[config.mk]
export PLATFORM = sky130hd
export DESIGN_NAME = matrix_stream_tx
export DESIGN_NICKNAME = d
export VERILOG_FILES = /design/src/rtl/matrix_pkg.sv /design/src/rtl/stream_skid_buffer.sv /design/src/rtl/matrix_stream_tx.sv
export SDC_FILE = /design/constraint.sdc
export NUM_CORES = 1
export LEC_CHECK = 0
export CORE_MARGIN = 4
export CORE_UTILIZATION = 55
export DETAILED_ROUTE_END_ITERATION = 16
export PLACE_DENSITY = 0.95
export SYNTH_ARGS = -nofsm -noshare
export SYNTH_HDL_FRONTEND = slang
export SYNTH_SLANG_ARGS = --single-unit
export TNS_END_PERCENT = 20
[constraint.sdc]
create_clock -name clk -period 3.8 [get_ports clk]
set_input_delay 0.57 -clock clk [delete_from_list [all_inputs] [get_ports clk]]
set_output_delay 0.57 -clock clk [all_outputs]
set_load 0.02 [all_outputs]
[src/rtl/matrix_pkg.sv]
// Shared constants and types for the matrix streaming blocks.
// Holds the default element format, transmitter state encoding and index-width helper.
package matrix_pkg;
  localparam int DEF_DATA_WIDTH = 16;
  localparam int DEF_FRAC_WIDTH = 8;

  typedef enum logic [1:0] {
    TX_IDLE,
    TX_STREAM,
    TX_DRAIN
  } tx_state_t;

  // Index width that stays legal when a dimension is 1.
  function automatic int idx_w(input int n);
    return (n > 1) ? $clog2(n) : 1;
  endfunction
endpackage

[src/rtl/stream_skid_buffer.sv]
// Output register plus 1-entry skid for a tagged element stream; 1 cycle in-to-out.
// Downstream stall holds out_* steady; a return arriving while stalled parks in the skid.
module stream_skid_buffer #(
  parameter int DATA_WIDTH = 16,
  parameter int ROW_W      = 1,
  parameter int COL_W      = 1
) (
  input  logic                  clk,
  input  logic                  rst,
  input  logic                  in_valid,
  input  logic [DATA_WIDTH-1:0] in_data,
  input  logic [ROW_W-1:0]      in_row,
  input  logic [COL_W-1:0]      in_col,
  output logic                  out_valid,
  output logic [DATA_WIDTH-1:0] out_data,
  output logic [ROW_W-1:0]      out_row,
  output logic [COL_W-1:0]      out_col,
  input  logic                  out_stall,
  output logic                  skid_valid
);
  logic [DATA_WIDTH-1:0] skid_data;
  logic [ROW_W-1:0]      skid_row;
  logic [COL_W-1:0]      skid_col;
  logic                  out_free;

  assign out_free = !out_valid || !out_stall;

  always_ff @(posedge clk) begin
    if (rst) begin
      out_valid  <= 1'b0;
      out_data   <= '0;
      out_row    <= '0;
      out_col    <= '0;
      skid_valid <= 1'b0;
      skid_data  <= '0;
      skid_row   <= '0;
      skid_col   <= '0;
    end else if (out_free) begin
      if (skid_valid) begin
        // Skid drains first so ordering is preserved.
        out_valid  <= 1'b1;
        out_data   <= skid_data;
        out_row    <= skid_row;
        out_col    <= skid_col;
        skid_valid <= in_valid;
        skid_data  <= in_data;
        skid_row   <= in_row;
        skid_col   <= in_col;
      end else begin
        out_valid <= in_valid;
        if (in_valid) begin
          out_data <= in_data;
          out_row  <= in_row;
          out_col  <= in_col;
        end
      end
    end else if (in_valid) begin
      skid_valid <= 1'b1;
      skid_data  <= in_data;
      skid_row   <= in_row;
      skid_col   <= in_col;
    end
  end
endmodule

[src/rtl/matrix_stream_tx.sv]
// Streams a ROWS x COLS buffer as tagged elements in row- or column-major order.
// First element 3 cycles after start; stall blocks new reads, skid absorbs the one in flight.
module matrix_stream_tx
  import matrix_pkg::*;
#(
  parameter int DATA_WIDTH = DEF_DATA_WIDTH,
  parameter int ROWS       = 64,
  parameter int COLS       = 64,
  parameter int ADDR_WIDTH = idx_w(ROWS * COLS)
) (
  input  logic                     clk,
  input  logic                     rst,
  input  logic                     start,
  input  logic                     col_major,
  output logic                     mem_en,
  output logic [ADDR_WIDTH-1:0]    mem_addr,
  input  logic [DATA_WIDTH-1:0]    mem_rdata,
  output logic [DATA_WIDTH-1:0]    out_data,
  output logic [idx_w(ROWS)-1:0]   out_row,
  output logic [idx_w(COLS)-1:0]   out_col,
  output logic                     out_valid,
  input  logic                     out_stall,
  output logic                     busy,
  output logic                     done
);
  localparam int ROW_W = idx_w(ROWS);
  localparam int COL_W = idx_w(COLS);

  tx_state_t        state;
  logic             order_cm;
  logic [ROW_W-1:0] r, rd_row;
  logic [COL_W-1:0] c, rd_col;
  logic             rd_inflight;
  logic             skid_valid;
  logic             r_last, c_last;

  assign r_last   = (r == ROW_W'(ROWS - 1));
  assign c_last   = (c == COL_W'(COLS - 1));
  assign mem_en   = (state == TX_STREAM) && !out_stall && !skid_valid;
  assign mem_addr = ADDR_WIDTH'(r) * ADDR_WIDTH'(COLS) + ADDR_WIDTH'(c);
  assign busy     = (state != TX_IDLE);

  always_ff @(posedge clk) begin
    if (rst) begin
      state       <= TX_IDLE;
      order_cm    <= 1'b0;
      r           <= '0;
      c           <= '0;
      rd_inflight <= 1'b0;
      rd_row      <= '0;
      rd_col      <= '0;
      done        <= 1'b0;
    end else begin
      done        <= 1'b0;
      rd_inflight <= mem_en;
      rd_row      <= r;
      rd_col      <= c;
      case (state)
        TX_IDLE: begin
          if (start) begin
            order_cm <= col_major;
            r        <= '0;
            c        <= '0;
            state    <= TX_STREAM;
          end
        end
        TX_STREAM: begin
          if (mem_en) begin
            if (r_last && c_last) begin
              r     <= '0;
              c     <= '0;
              state <= TX_DRAIN;
            end else if (!order_cm) begin
              if (c_last) begin
                c <= '0;
                r <= r + ROW_W'(1);
              end else begin
                c <= c + COL_W'(1);
              end
            end else begin
              if (r_last) begin
                r <= '0;
                c <= c + COL_W'(1);
              end else begin
                r <= r + ROW_W'(1);
              end
            end
          end
        end
        TX_DRAIN: begin
          // Finish once the last element leaves this cycle and nothing is behind it.
          if (!rd_inflight && !skid_valid && (!out_valid || !out_stall)) begin
            done  <= 1'b1;
            state <= TX_IDLE;
          end
        end
        default: state <= TX_IDLE;
      endcase
    end
  end

  stream_skid_buffer #(
    .DATA_WIDTH(DATA_WIDTH),
    .ROW_W     (ROW_W),
    .COL_W     (COL_W)
  ) u_skid (
    .clk       (clk),
    .rst       (rst),
    .in_valid  (rd_inflight),
    .in_data   (mem_rdata),
    .in_row    (rd_row),
    .in_col    (rd_col),
    .out_valid (out_valid),
    .out_data  (out_data),
    .out_row   (out_row),
    .out_col   (out_col),
    .out_stall (out_stall),
    .skid_valid(skid_valid)
  );
endmodule

== Yosys cells after proc, flatten, opt, wreduce, memory -nomap -nowiden ==
Cells that the tools add are included.
Widths: inputs -> output; s select.

* Register bits: 87
* Latch bits: 0
* Bits in writable memories: 0
* ROM bits: 0
* Input port bits: 21
* Output and inout port bits: 44
* Logic and storage cells: 88
* Memories: 0

* $add $sub $neg: 3
* Multiply operators: 0
* Div/mod/pow operators: 0
* $lt $le $gt $ge: 0
* Eq/ne operators: 11
* Shift-type cells: 0
* Muxes and demuxes: 35
* Bitwise logic cells: 1
* Reductions and logical operators: 22

{| class="wikitable"
|+ Operators with widths
! kind !! count
|-
| $mux 6 || 19
|-
| $mux 16 || 4
|-
| $pmux 6 s2 || 2
|-
| $add 12x6->12 || 1
|-
| $add 6x1->6 const B || 2
|-
| $eq 6x6->1 const B || 2
|-
| $reduce_and 4->1 || 3
|-
| $mux 2 || 4
|-
| $ne 4x3->1 const B || 2
|-
| $reduce_bool 2->1 || 4
|-
| $ne 2x2->1 const B || 3
|-
| $pmux 2 s3 || 1
|-
| $reduce_and 2->1 || 3
|-
| $logic_and 1x1->1 || 5
|-
| $mux 1 || 5
|-
| $logic_not 1->1 || 4
|-
| $ne 2x1->1 const B || 2
|-
| $eq 2x1->1 const B || 1
|-
| $eq 2x2->1 const B || 1
|-
| $logic_not 2->1 || 1
|-
| $reduce_or 2->1 || 1
|-
| $logic_or 1x1->1 || 1
|-
| $not 1->1 || 1
|}

== Logic depth before layout (Yosys ltp) ==
Gate-level depths: netlist (run 1).

* Word-level depth: 6
* Depth in mapped cells: 7
* Mapped depth without buffers: 6

== Cells and area by module ==
Synthesis (run 1) repeated with hierarchy kept, for this count alone.

* Cells, all modules: 389
* Area total of the unflattened synthesis: 3849.9 um^2

{| class="wikitable"
|+ By module, submodules not included
! module !! instances !! cells an instance !! area each (um^2) !! sequential area each (um^2)
|-
| stream_skid_buffer || 1 || 256 || 2648.8 || 1161.1
|-
| matrix_stream_tx || 1 || 133 || 1201.2 || 580.6
|}

== Worst setup path before layout (run 1) ==
OpenSTA, ideal clock, no wires.

* Kind: reg-to-output
* From: register state[0]
* To: output mem_en
* Data arrival time: 1.318 ns
* Required time: 3.230 ns
* Setup slack: 1.912 ns
* Stages on the path, launching flop included: 5
* Buffers on the path: 2
* Cell sequence: dfxtp_1 clkbuf_1 nand2b_1 clkbuf_1 nor3_1

* Word-level cells in the longest chain between the ends: 3

{| class="wikitable"
|+ Ends and longest elaborated chain
! element !! RTL line !! source
|-
| from (decl) || matrix_stream_tx.sv:29 || <nowiki>tx_state_t state;</nowiki>
|-
| from (signal assigned) || matrix_stream_tx.sv:45 || <nowiki>state <= TX_IDLE;</nowiki>
|-
| from (signal assigned) || matrix_stream_tx.sv:64 || <nowiki>state <= TX_STREAM;</nowiki>
|-
| from (signal assigned) || matrix_stream_tx.sv:72 || <nowiki>state <= TX_DRAIN;</nowiki>
|-
| $eq 2x1->1 || matrix_stream_tx.sv:39 || <nowiki>assign mem_en = (state == TX_STREAM) && !out_stall && !skid_valid;</nowiki>
|-
| $logic_and 1x1->1 (2 in series) || matrix_stream_tx.sv:39 ||
|-
| to (decl) || matrix_stream_tx.sv:15 || <nowiki>output logic mem_en,</nowiki>
|}

No other way between the ends.

== Final worst setup path (run 1) ==
Same ends and word-level chain as after synthesis.

==> results.cfg, run 1 <==
[status]
status = finished clean

[power]
pwr-share-comb = 0.092
share_seq_of_total_power = 0.549
p_per_area_nw_per_um2 = 400
p_sw_w = 0.000407
p_int_w = 0.00131
p_clk_frac = 0.359
p_sw_frac = 0.237
leakage_nw = 1.39
vdd_ir_drop_max_mv = 0.279

[synth]
syn_area_per_cell_um2 = 8.75
synth-main-ff-cell = dfxtp_1
yosys-top-cells-count = 87 x dfxtp_1, 72 x nand2_1, 42 x a21oi_1, 38 x nor2_1
synth_nets = 417
syn_inst = 394
synth.distinct_cells = 34
synth_top_cell_by_area = dfxtp_1
synth_seq_cells = 87
synth-edff-count = 0
yosys.area.top_type_share = 0.505
ys_seq_area_frac = 0.505
yosys_warnings = 0
synth.most_common_cell = dfxtp_1
synthTopCellsByArea = dfxtp_1 51%, mux2i_1 8.4%, nand2_1 7.8%
synth-async-reset-ratio = 0
synth_area_um2 = 3450

[clocking]
post_cts_resized = 0
holdBufCountCts = 0
cts_htree_levels = 3
clock-sinks = 87
postCtsSetupBuffers = 0
clk_path_buf_depth = 2
clkTransAtPathRegs_ns = 0.08
cts_tree = yes
clock-root-buffer = clkbuf_8
clock_latency_ns = 0.35
cts_buffers = 9

[critical_path]
worstPathMaxFanout = 12
required_ns = 3.23
worstSetupPathType = register to output pin
critPathCapture = mem_en
cp-end-kind = output pin
cp-start-kind = register
r2r-end = u_skid.out_data[11]$_SDFFE_PP0P_
r2r_slack_ns = 1.44
r2r_start = u_skid.skid_valid$_SDFFE_PP0P_
cp.arrival_ns = 2.18
startpoint = state[0]$_SDFFE_PP0P_
worstRegToRegCells = 5

[detailed_routing]
ant_nets = 0
wl_per_cell_um = 14.9
totalWireLength_mm = 7.82
drt_first_pass_iters = 4
drc = 0
drt-vias-per-instance = 5.62
drt_iter0_drc = 215
vias = 2952

[place]
post-place-ws_ns = 1.19
gp_congestion = 0.945
post_dp_cell_area_um2 = 4120
post-dp-hpwl_mm = 5.25
io_buffer_count = 64
place_inst = 511

[sta]
hold_viol_final = 0
worst_slack_ns = 1.05
period_minus_slack_ns = 2.75
fin_crit_sh = 0.723
timing.fmax_ghz = 0.364
worst_slew_margin_rel = 0.335
slew_viol_final = 0
rsz0062_at_grt = no
setup_tns_ns = 0
clock_skew_ns = 0.00630
setup_viol = 0
tightest_slew_ns = 0.998

[floorplan]
core-area_um2 = 5990
dieHeight_um = 87.2
rows = 28
die-area_um2 = 7600
chipWidth_um = 87.2
io_pins = 65
initial_core_util = 0.576

[final_layout]
layout.cells.non_filler = 525
area_growth_pct = 24.7
layout-drive-gt1-share = 0.0578
stdcell_area_um2 = 4300
fin_nets = 470
antenna_cells = 0

[flow_run]
cap_violations = 0

[global_routing]
grtUsageTotal = 0.212
grt_pass1_vias = 2825
gr-total-overflow = 0
antenna_found_initial = 0
grt_pass1_wl_mm = 12.9
grt_start_max_net_pins = 57

[min_path]
hold_path_class = register to register
registers in the layout, summed over array words and instances (netlist names):
signal and count:
u_skid.skid_col 6, u_skid.skid_data 16, rd_row 6, u_skid.out_data 16, u_skid.out_row 6, u_skid.out_valid 1
rd_col 6, rd_inflight 1, u_skid.skid_valid 1, u_skid.out_col 6, c 6, u_skid.skid_row 6
state 2, order_cm 1, r 6, done 1
logic make-up (layout without fill, tap and decap cells):
logic type               count (synthesis)  after routing  synth area share
AND/OR/NAND/NOR                        150            150             0.191
AO/OA/AOI/OAI                           94             94             0.173
flip-flops                              87             87             0.505
buffers and inverters                   31             87            0.0359
multiplexers                            30             30            0.0874
adder cells (fa/ha/maj)                  2              2           0.00726
layout by cell type, fill, tap and decap left out, types with 6 or more instances in the layout:
cell type,synthesis,final
nand3_1,15,15
o21ai_0,7,7
a211oi_1,29,29
nor2_1,38,38
a21oi_1,42,41
clkbuf_8,0,10
nor2b_1,9,9
nand2_1,72,72
dfxtp_1,87,86
inv_1,6,6
clkdlybuf4s50_1,0,63
mux2i_1,29,28
final cells by class:
class | instances | area (µm²)
flip-flops and latches | 87 | 1740
well taps | 75 | 93.8
fillers | 390 | 1690
repair buffers | 67 | 658
clock inverters | 4 | 47.5
multi-input cells | 276 | 1600
inverters | 6 | 22.5
clock buffers | 10 | 138
metal layers:
metal	GRT usage	up-vias	wire length [µm]	share of wire
li1	-	1482	-	-
met1	0.272	1352	3380	0.43
met2	0.353	99	3900	0.50
met3	0.0369	19	349	0.045
met4	0.0865	0	187	0.024
met5	0	-	0	0
worst min path at each step:
| stage | start | end | slack, ns | cells past startpoint |
|---|---|---|---|---|
| final | u_skid.skid_row[4]$_SDFFE_PP0P_ | u_skid.skid_row[4]$_SDFFE_PP0P_ | 0.45 | 2 |
| after global routing | u_skid.skid_col[3]$_SDFFE_PP0P_ | u_skid.skid_col[3]$_SDFFE_PP0P_ | 0.47 | 2 |
| after CTS | u_skid.skid_row[4]$_SDFFE_PP0P_ | u_skid.skid_row[4]$_SDFFE_PP0P_ | 0.45 | 2 |
| after detailed placement | u_skid.skid_row[4]$_SDFFE_PP0P_ | u_skid.skid_row[4]$_SDFFE_PP0P_ | 0.44 | 2 |
| after global placement | u_skid.skid_col[5]$_SDFFE_PP0P_ | u_skid.skid_col[5]$_SDFFE_PP0P_ | 0.44 | 2 |
| after floorplan | u_skid.skid_data[0]$_SDFFE_PP0P_ | u_skid.skid_data[0]$_SDFFE_PP0P_ | 0.43 | 2 |
power groups by stage:
stage | clock [W] | combinational (W) | sequential (W)
5_1_grt | 0.000663 | 0.000171 | 0.000946
2_1_floorplan | 0 | 0.0000690 | 0.000979
3_5_place_dp | 0 | 0.000157 | 0.000965
3_3_place_gp | 0 | 0.000153 | 0.000963
6_report | 0.000618 | 0.000158 | 0.000944
4_1_cts | 0.000622 | 0.000158 | 0.000943
per-stage QoR:
| stage | power (W) | hold slack [ns] | utilization |
|---|---|---|---|
| 2_1_floorplan | 0.00105 | 0.432 | - |
| 3_5_place_dp | 0.00112 | 0.444 | 0.687 |
| 5_1_grt | 0.00178 | 0.466 | 0.718 |
| 4_1_cts | 0.00172 | 0.454 | 0.718 |
| 6_report | 0.00172 | 0.453 | 0.718 |
| 3_3_place_gp | 0.00112 | 0.437 | 0.687 |
worst max-delay path: stages, from the launching register on:
cell and delay, ns:
dfxtp_1 0.56, nand2b_1 0.29, nor3_1 0.30, clkdlybuf4s50_1 0.67
Note: power is estimated with default switching activity, not from simulation.
==> run 2: changes to the inputs <==
- CORE_UTILIZATION: 55 -> 51
- PLACE_DENSITY: 0.95 -> 0.89
- clock period: 3.8 -> 2.6 ns (I/O delays scaled with it)
==> results.cfg, run 2 (synthesis gave the netlist of run 1 again) <==
[status]
status = finished clean

[detailed_routing]
drc = 0
drt_iter0_drc = 195
ant_nets = 0
totalWireLength_mm = 7.52
vias = 2965
drt_first_pass_iters = 4
wl_per_cell_um = 14.1
drt-vias-per-instance = 5.56

[final_layout]
layout-drive-gt1-share = 0.0724
fin_util = 0.685
layout.cells.non_filler = 533
largest_registers = u_skid.out_data: 16 flops, u_skid.skid_data: 16 flops
layout_common_cells = 85 x dfxtp_1, 72 x nand2_1, 63 x clkdlybuf4s50_1, 41 x a21oi_1, 38 x nor2_1
antenna_cells = 0
final_common_cell = dfxtp_1
area_growth_pct = 28.3
fin_nets = 474

[critical_path]
cp-start-kind = register
cp.arrival_ns = 2.00
r2r-end = r[4]$_SDFFE_PP0P_
r2r_start = state[0]$_SDFFE_PP0P_
worstPathMaxFanout = 8
startpoint = state[1]$_SDFFE_PP0P_
worstRegToRegCells = 4
r2r_slack_ns = 0.76
required_ns = 2.21
worstSetupPathType = register to output pin
cp-end-kind = output pin

[sta]
hold_viol_final = 0
tightest_slew_ns = 0.772
setup_tns_ns = 0
setup_viol = 0
timing.fmax_ghz = 0.418
worst_slack_ns = 0.207
fin_crit_sh = 0.920
worst_slew_margin_rel = 0.485
rsz0062_at_grt = no
period_minus_slack_ns = 2.39
clock_skew_ns = 0.00600
slew_viol_final = 0

[clocking]
clock_latency_ns = 0.36
clkTransAtPathRegs_ns = 0.09
postCtsSetupBuffers = 0
post_cts_resized = 0
clock-root-buffer = clkbuf_8
holdBufCountCts = 0
clk_path_buf_depth = 2
clock-sinks = 87
cts_htree_levels = 3
cts_tree = yes
cts_buffers = 9

[power]
vdd_ir_drop_max_mv = 0.387
finalPower_w = 0.00276
leakage_nw = 1.45
p_per_area_nw_per_um2 = 624

[global_routing]
antenna_found_initial = 0
grt_start_max_net_pins = 57
grt_pass1_vias = 2667
grtUsageTotal = 0.184
grt_pass1_wl_mm = 12.5
gr-total-overflow = 0

[floorplan]
initial_core_util = 0.534
rows = 29
core-area_um2 = 6460
dieHeight_um = 90.2
io_pins = 65
chipWidth_um = 90.2
die-area_um2 = 8140

[place]
post-dp-hpwl_mm = 5.14
post-place-ws_ns = 0.274
gp_congestion = 0.907
place_inst = 517
io_buffer_count = 64

[min_path]
hold_path_class = register to register
min_from = u_skid.skid_col[0]$_SDFFE_PP0P_
min_path_cells = 2
hold_path_end = u_skid.skid_col[0]$_SDFFE_PP0P_

[flow_run]
cap_violations = 0
==> run 2: cell count changes in the layout (fill, tap and decap cells not counted) <==
cell        before  now
clkinv_2         2    0
clkinvlp_4       1    0
inv_6            0    4
dfxtp_2          1    2
buf_12           0    2
dfxtp_1         86   85
buf_4            3    5
clkbuf_8        10    9
bufinv_16        1    3
==> run 2: worst max-delay path: stages (launching register included) <==
cell             delay, ns
dfxtp_1               0.38
nand2b_1              0.29
nor3_1                0.30
clkdlybuf4s50_1       0.67
==> run 2: metal layers <==
layer,part of all wire,wire length [µm],track usage,vias to the layer above
met2,0.47,3520,0.290,80
li1,-,-,-,1498
met5,0,0,0,-
met3,0.041,305,0.0451,17
met1,0.47,3500,0.240,1370
met4,0.026,195,0.0816,0
==> run 2: final cells by class <==
type,instances,area [µm²]
Inverter,6,22.5
Tap cell,77,96.3
Multi-Input combinational cell,276,1600
Sequential cell,87,1740
Timing Repair Buffer,71,713
Clock buffer,9,124
Clock inverter,7,125
Fill cell,474,2040
==> run 2: worst max path at each step <==
stage	to	slack (ns)
after floorplan	r[4]$_SDFFE_PP0P_	0.88
after global placement	r[4]$_SDFFE_PP0P_	0.31
after detailed placement	r[4]$_SDFFE_PP0P_	0.27
after CTS	mem_en	0.07
after global routing	mem_en	0.09
final	mem_en	0.21
==> run 2: where the power goes <==
| group | total (W) | switching, W | internal [W] |
|---|---|---|---|
| sequential | 0.00138 | 0.0000194 | 0.00136 |
| combinational | 0.000232 | 0.000125 | 0.000107 |
| clock | 0.00115 | 0.000498 | 0.000652 |
| total | 0.00276 | 0.000643 | 0.00212 |
==> run 2: per-stage QoR <==
stage / hold slack, ns / area, µm²
final: 0.452 / 4420
after global routing: 0.475 / 4420
after CTS: 0.456 / 4420
after detailed placement: 0.443 / 4170
after global placement: 0.437 / 4170
after floorplan: 0.432 / 3450
